[config.mk]
export PLATFORM = sky130hd
export DESIGN_NAME = my_pe_controller
export DESIGN_NICKNAME = d
export VERILOG_FILES = /design/src/rtl/my_pe_controller.sv
export SDC_FILE = /design/constraint.sdc
export NUM_CORES = 1
export LEC_CHECK = 0
export BUFFER_PORTS_ARGS = -buffer_cell sky130_fd_sc_hd__buf_2
export CAP_MARGIN = 20
export CORE_UTILIZATION = 38
export CTS_CLUSTER_DIAMETER = 60
export CTS_CLUSTER_SIZE = 24
export DETAILED_ROUTE_END_ITERATION = 10
export PLACE_DENSITY_LB_ADDON = 0.08
export REMOVE_ABC_BUFFERS = 1
export SYNTH_ARGS = -nofsm -noshare
export SYNTH_HDL_FRONTEND = slang
export SYNTH_SLANG_ARGS = --single-unit
export TNS_END_PERCENT = 50
[constraint.sdc]
create_clock -name aclk -period 1.5 [get_ports aclk]
set_clock_uncertainty 0.05 [all_clocks]
set_input_delay 0 -clock aclk [delete_from_list [all_inputs] [get_ports aclk]]
set_output_delay 0 -clock aclk [all_outputs]
set_load 0.01 [all_outputs]
[src/rtl/my_pe_controller.sv]
// Sequencer in front of one my_pe: loads vector B into the PE RAM, clears the PE
// accumulator, then issues one MAC per element of A and returns the dot product.
module my_pe_controller #(
  parameter int unsigned VECTOR_SIZE = 32,
  parameter int unsigned L_RAM_SIZE  = 4,
  parameter int unsigned TIMEOUT     = 63
) (
  input  logic                   aclk,
  input  logic                   aresetn,
  input  logic                   start,
  output logic                   done,
  output logic                   err,
  output logic [VECTOR_SIZE-1:0] result,
  output logic [L_RAM_SIZE:0]    rdaddr,
  input  logic [VECTOR_SIZE-1:0] rddata,
  output logic                   pe_aresetn,
  output logic [VECTOR_SIZE-1:0] pe_ain,
  output logic [VECTOR_SIZE-1:0] pe_din,
  output logic [L_RAM_SIZE-1:0]  pe_addr,
  output logic                   pe_we,
  output logic                   pe_valid,
  input  logic                   pe_dvalid,
  input  logic [VECTOR_SIZE-1:0] pe_dout
);

  localparam int unsigned N  = 2 ** L_RAM_SIZE;
  localparam int unsigned TW = (TIMEOUT > 0) ? $clog2(TIMEOUT + 1) : 1;
  localparam int unsigned CW = (TW > L_RAM_SIZE + 1) ? TW : L_RAM_SIZE + 1;

  typedef enum logic [2:0] {
    S_IDLE,
    S_LOAD,
    S_CLR,
    S_RD,
    S_ISSUE,
    S_WAIT,
    S_DONE
  } state_e;

  state_e                 state_q, state_d;
  logic [CW-1:0]          cnt_q, cnt_d;
  logic [L_RAM_SIZE-1:0]  idx_q, idx_d;
  logic                   err_q, err_d;
  logic [VECTOR_SIZE-1:0] result_q, result_d;
  logic                   pe_rstn_q, pe_rstn_d;

  always_ff @(posedge aclk) begin
    if (!aresetn) begin
      state_q   <= S_IDLE;
      cnt_q     <= '0;
      idx_q     <= '0;
      err_q     <= 1'b0;
      result_q  <= '0;
      pe_rstn_q <= 1'b0;
    end else begin
      state_q   <= state_d;
      cnt_q     <= cnt_d;
      idx_q     <= idx_d;
      err_q     <= err_d;
      result_q  <= result_d;
      pe_rstn_q <= pe_rstn_d;
    end
  end

  // cnt_q is shared: LOAD word counter, CLR cycle counter, WAIT timeout counter
  always_comb begin
    state_d  = state_q;
    cnt_d    = cnt_q;
    idx_d    = idx_q;
    err_d    = err_q;
    result_d = result_q;
    unique case (state_q)
      S_IDLE: begin
        if (start) begin
          err_d   = 1'b0;
          cnt_d   = '0;
          idx_d   = '0;
          state_d = S_LOAD;
        end
      end
      S_LOAD: begin
        if (cnt_q == CW'(N)) begin
          cnt_d   = '0;
          state_d = S_CLR;
        end else begin
          cnt_d = cnt_q + CW'(1);
        end
      end
      S_CLR: begin
        if (cnt_q == CW'(1)) begin
          idx_d   = '0;
          state_d = S_RD;
        end else begin
          cnt_d = cnt_q + CW'(1);
        end
      end
      S_RD: state_d = S_ISSUE;
      S_ISSUE: begin
        cnt_d   = '0;
        state_d = S_WAIT;
      end
      S_WAIT: begin
        if (pe_dvalid) begin
          if (&idx_q) begin
            result_d = pe_dout;
            state_d  = S_DONE;
          end else begin
            idx_d   = idx_q + L_RAM_SIZE'(1);
            state_d = S_RD;
          end
        end else if (cnt_q == CW'(TIMEOUT)) begin
          err_d   = 1'b1;
          state_d = S_DONE;
        end else begin
          cnt_d = cnt_q + CW'(1);
        end
      end
      S_DONE:  state_d = S_IDLE;
      default: state_d = S_IDLE;
    endcase
    pe_rstn_d = (state_d != S_CLR);
  end

  always_comb begin
    done       = (state_q == S_DONE);
    err        = err_q;
    result     = result_q;
    pe_aresetn = pe_rstn_q;
    rdaddr     = '0;
    pe_addr    = '0;
    pe_we      = 1'b0;
    pe_valid   = 1'b0;
    pe_din     = '0;
    pe_ain     = '0;
    unique case (state_q)
      S_LOAD: begin
        // write trails the BRAM read by one cycle, so word k lands on count k+1
        rdaddr = {1'b0, cnt_q[L_RAM_SIZE-1:0]};
        if (cnt_q != '0) begin
          pe_we   = 1'b1;
          pe_addr = cnt_q[L_RAM_SIZE-1:0] - L_RAM_SIZE'(1);
          pe_din  = rddata;
        end
      end
      S_RD, S_WAIT: begin
        rdaddr  = {1'b1, idx_q};
        pe_addr = idx_q;
      end
      S_ISSUE: begin
        rdaddr   = {1'b1, idx_q};
        pe_addr  = idx_q;
        pe_valid = 1'b1;
        pe_ain   = rddata;
      end
      default: ;
    endcase
  end

endmodule

* Word-level counts from Yosys, hierarchy flattened *
Cells that the tools add are included.

storage, ports and cells
  flip-flop bits (word level) = 47
  bits in latches = 0
  memory bits (writable) = 0
  memory bits (read-only) = 0
  input port bits = 68
  output and inout bits = 110
  logic and storage cells = 69
  memories = 0

cells by class
  add/sub/neg operators = 3
  multipliers = 0
  divide/modulo/power cells = 0
  order comparisons = 0
  equality and inequality tests = 18
  shift operators = 0
  multiplexer cells = 31
  bitwise operators = 0
  reduce and logical (&&, ||, !) cells = 11

operator list
  operator                                          count
  two-way mux 32 bit                                3
  two-way mux 6 bit                                 5
  one-hot mux 6 bit (5 select lines)                1
  two-way mux 4 bit                                 5
  two-way mux 3 bit                                 6
  one-hot mux 3 bit (6 select lines)                1
  inequality test 2 bit, second input constant      8
  one-hot mux 4 bit (3 select lines)                1
  one-hot mux 5 bit (2 select lines)                1
  AND reduction 5 bit                               2
  == test 3 bit, second input constant              3
  one-hot mux 4 bit (2 select lines)                1
  AND reduction 4 bit                               2
  adder 6 x 1 -> 6 bit, second input constant       1
  == test 3 x 2 -> 1 bit, second input constant     2
  == test 6 x 1 -> 1 bit, second input constant     1
  == test 6 x 5 -> 1 bit, second input constant     1
  == test 6 bit, second input constant              1
  two-way mux 1 bit                                 6
  AND reduction 6 bit                               1
  nonzero test 6 bit                                1
  nonzero test 5 bit                                1
  adder 4 x 1 -> 4 bit, second input constant       1
  subtractor 4 x 1 -> 4 bit, second input constant  1
  7 further kinds                                   7

* Depth between registers and ports, before layout *
  word-level depth = 5
  mapped depth = 8
  gate-level depth less buffers = 6

* Worst setup path before layout *
OpenSTA, ideal clock, no wires.

  path kind = register to register
  from = reg cnt_q[0]
  to = reg cnt_q[3]
  setup time = 0.075 ns
  arrival = 1.419 ns
  data required time = 1.375 ns
  setup slack = -0.044 ns
  stages on the path, launching flop included = 7
  buffers on the path = 0
  period minus slack after synthesis = 1.544 ns
  path through = dfxtp_1 -> ha_1 -> nand4_1 -> o21ai_0 -> o2bb2ai_1 -> a21oi_1 -> o22ai_1

on the way
  longest elaborated chain between the ends = 4
  elaborated cells between the ends (all ways) = 12
  classes of those cells = 1 x add/sub; 5 x eq/ne; 5 x mux; 1 x reduce/logical

RTL lines
  item                                line         RTL
  from (decl)                         41           logic [CW-1:0] cnt_q, cnt_d;
  from (signal assigned)              57           cnt_q <= cnt_d;
  adder 6 x 1 -> 6 bit                86, 94, 115
  two-way mux 6 bit                   111          end else if (cnt_q == CW'(TIMEOUT)) begin
  two-way mux 6 bit                   103          if (pe_dvalid) begin
  one-hot mux 6 bit (5 select lines)  72           unique case (state_q)

Several ways; a longest one is shown, not always the timed one. The select of a mux whose other input is x is not followed.
A chain may end at the register's enable or synchronous reset.

* Worst setup path after layout *
  from = reg cnt_q[4]
  to = out pe_din[0]

on the way
  longest elaborated chain between the ends = 3

RTL lines
  item                line  RTL
  nonzero test 6 bit  139   if (cnt_q != '0) begin
  two-way mux 32 bit  139
  two-way mux 32 bit  135   unique case (state_q)
  to (decl)           18    output logic [VECTOR_SIZE-1:0] pe_din,

Every way passes these cells.

==> results.sh <==
export IMPL_p_total_mw=2.94
export IMPL_ys_types=50
export IMPL_grt_usage_pct=24.5
export IMPL_postSynthAreaPerCell_um2=7.36
export IMPL_setup_ws_ns=-0.254
export IMPL_cp_max_fo=16
export IMPL_drive_gt1_share_pct=57.4
export IMPL_ioPinCount=178
export IMPL_cts_root_buf="clkbuf_8"
export IMPL_tritoncts="yes"
export IMPL_wl_per_cell_um=15.6
export IMPL_gp_congestion=0.917
export IMPL_place_hpwl_um=6170
export IMPL_netlist_area_leader_share_pct=34.9
export IMPL_die_w_um=86.2
export IMPL_clock_sinks=47
export IMPL_portBuffers=177
export IMPL_synth_area_mm2=0.00269
export IMPL_synth_ff_type="dfxtp_1"
export IMPL_cts_buffers=5
export IMPL_antenna_left=0
export IMPL_timing_final_crit_share_pct=117
export IMPL_max_cap_viol_count=0
export IMPL_synth_top_cells_by_area="dfxtp_1 35%, nand2_1 13%, a21oi_1 8.4%"
export IMPL_clkTransAtPathRegs_ns=0.09
export IMPL_async_flop_share_pct=0
export IMPL_reg2reg_depth=8
export IMPL_ys_warn_count=0
export IMPL_first_iter_violations=175
export IMPL_htree_levels=2
export IMPL_die_h_um=86.2
export IMPL_drt_pre_antenna_iters=5
export IMPL_min_path_cells=3
export IMPL_rows=30
export IMPL_clock_path_buffers=2
export IMPL_power_density_mw_per_mm2=558
export IMPL_cp_required_ns=1.45
export IMPL_yosys_area_top_type="dfxtp_1"
export IMPL_core_area_mm2=0.00683
export IMPL_clock_latency_ns=0.31
export IMPL_crit_arrival_ns=1.70
export IMPL_first_global_vias=3072
export IMPL_p_leak_nw=2.57
export IMPL_hp_class="input pin to flop"
export IMPL_ys_seq_area_share_pct=34.9
export IMPL_synth_edff_count=0
export IMPL_endpoint_kind="output port"
export IMPL_drc=0
export IMPL_synth_most_common_cell="nand2_1"
export IMPL_status="finished with violations"
export IMPL_hold_viol=0
export IMPL_synth_common_cells="90 x nand2_1, 47 x dfxtp_1, 45 x a21oi_1"
export IMPL_antenna_cells=0
export IMPL_routed_wl_um=11200
export IMPL_num_vias=3645
export IMPL_finalCriticalPeriod_ns=1.75
export IMPL_filler_cell_count=481
export IMPL_finalSetupViolations=102
export IMPL_syn_to_final_growth_pct=96.0
export IMPL_startpoint_type="flop"
export IMPL_grt_overflow=0
export IMPL_fmax_ghz=0.570
export IMPL_grt_first_pass_wirelength_um=14500
export IMPL_dieArea_mm2=0.00743
export IMPL_slew_headroom_pct=76.1
export IMPL_grt_max_degree=37
export IMPL_rsz0062_at_grt="yes"
export IMPL_drv_slew=0
export IMPL_ys_ff_latch=47
export IMPL_criticalPathCategory="flop to output port"
export IMPL_antenna_found_initial=0
export IMPL_initial_utilization_pct=39.4
export IMPL_vdd_drop_max_mv=0.483
export IMPL_fin_nets=691
export IMPL_failed_checks="negative setup slack"
export IMPL_via_per_inst=5.09
export IMPL_worst_pin_slew_ns=0.358
export IMPL_fin_util_pct=77.3
export IMPL_synth_cells=366
-- routing by layer --
layer / wire (µm) / vias up / share of wire, % / track usage, %
met3: 529 / 32 / 4.7 / 3.62
met1: 4360 / 1723 / 39 / 27.2
met4: 336 / 0 / 3.0 / 7.27
met5: 0 / - / 0 / 0
met2: 5930 / 143 / 53 / 47.5
li1: - / 1747 / - / -
-- logic make-up (layout without fill, tap and decap cells) --
family | count (synthesis) | count (layout) | share of synthesized area [%]
AO/OA/AOI/OAI | 74 | 74 | 17.3
XOR/XNOR | 2 | 2 | 0.651
adder cells (fa/ha/maj) | 4 | 4 | 1.86
buffers and inverters | 38 | 292 | 6.78
flip-flops | 47 | 47 | 34.9
multiplexers | 1 | 1 | 0.418
AND/OR/NAND/NOR | 200 | 200 | 38.0
-- metrics by stage --
| stage | TNS (ns) | setup slack (ns) | instance area, µm² | hold WS, ns | std cells |
|---|---|---|---|---|---|
| finish | -15.26 | -0.254 | 5280 | 0.135 | 716 |
| global route | -21.50 | -0.304 | 5280 | 0.162 | 716 |
| CTS | -11.94 | -0.204 | 4630 | 0.0857 | 704 |
| detailed placement | -1.54 | -0.170 | 3920 | 0.198 | 652 |
| global placement | -0.986 | -0.102 | 3920 | 0.191 | 652 |
| floorplan | -37.83 | -0.495 | 2540 | 0.0675 | 335 |
-- where the power goes --
part	total (mW)	internal (mW)	switching [mW]
logic	0.546	0.293	0.253
clock network	1.15	0.677	0.469
registers	1.25	1.25	0.00732
-- worst paths after layout --
kind | start | endpoint | slack [ns]
max | cnt_q[4] | pe_din[0] | -0.25
min | pe_dvalid | pe_aresetn | 0.13
max reg2reg | cnt_q[4] | cnt_q[0] | -0.20
min reg2reg | result[27] | result[27] | 0.41
-- final cells by class --
| class | count | area [µm²] | area share (%) |
|---|---|---|---|
| Inverter | 7 | 28.8 | 0.545 |
| Clock inverter | 3 | 71.3 | 1.35 |
| Sequential cell | 47 | 971 | 18.4 |
| Multi-Input combinational cell | 281 | 1980 | 37.4 |
| Clock buffer | 5 | 68.8 | 1.30 |
| Timing Repair Buffer | 277 | 2040 | 38.7 |
| Tap cell | 96 | 120 | 2.28 |
-- cells in the final DEF, fill, tap and decap left out, types with 3 or more instances in the layout --
master / instances
a21oi_1: 25
a21oi_2: 20
and2_1: 22
and2_4: 12
and3_1: 21
and3_4: 13
buf_12: 4
buf_2: 154
buf_4: 44
buf_6: 38
clkbuf_16: 3
clkbuf_8: 5
dfxtp_1: 35
dfxtp_2: 6
dfxtp_4: 6
dlygate4sd3_1: 33
ha_4: 3
inv_1: 4
nand2_1: 77
nand2_2: 8
nand2_4: 4
nand3_1: 6
nand3_2: 3
nand4_1: 3
nor2_1: 9
nor3_1: 3
o21ai_0: 3
o21ai_1: 4
o22ai_1: 3
-- timing repair --
action / CTS / global route
hold buffers: 33 / 0
buffers inserted: 7 / 9
endpoints found under the setup margin: 121 / 122
pin swaps: 11 / 37
resized for setup: 44 / 120
hold endpoints to repair: 34 / 0
cloned: 4 / 3
-- flip-flops by register name, indices dropped and copies added, names as in the netlist --
signal      cells
cnt_q           6
pe_aresetn      1
idx_q           4
result         32
state_q         3
err             1
-- critical path, cell delays in order, from the launching register on --
cell and delay [ns]:
dfxtp_4 0.37, nor4_4 0.30, buf_4 0.19, nand2_8 0.07
buf_12 0.15, and3_1 0.18, buf_2 0.14
Note: power is estimated with default switching activity, not from simulation.
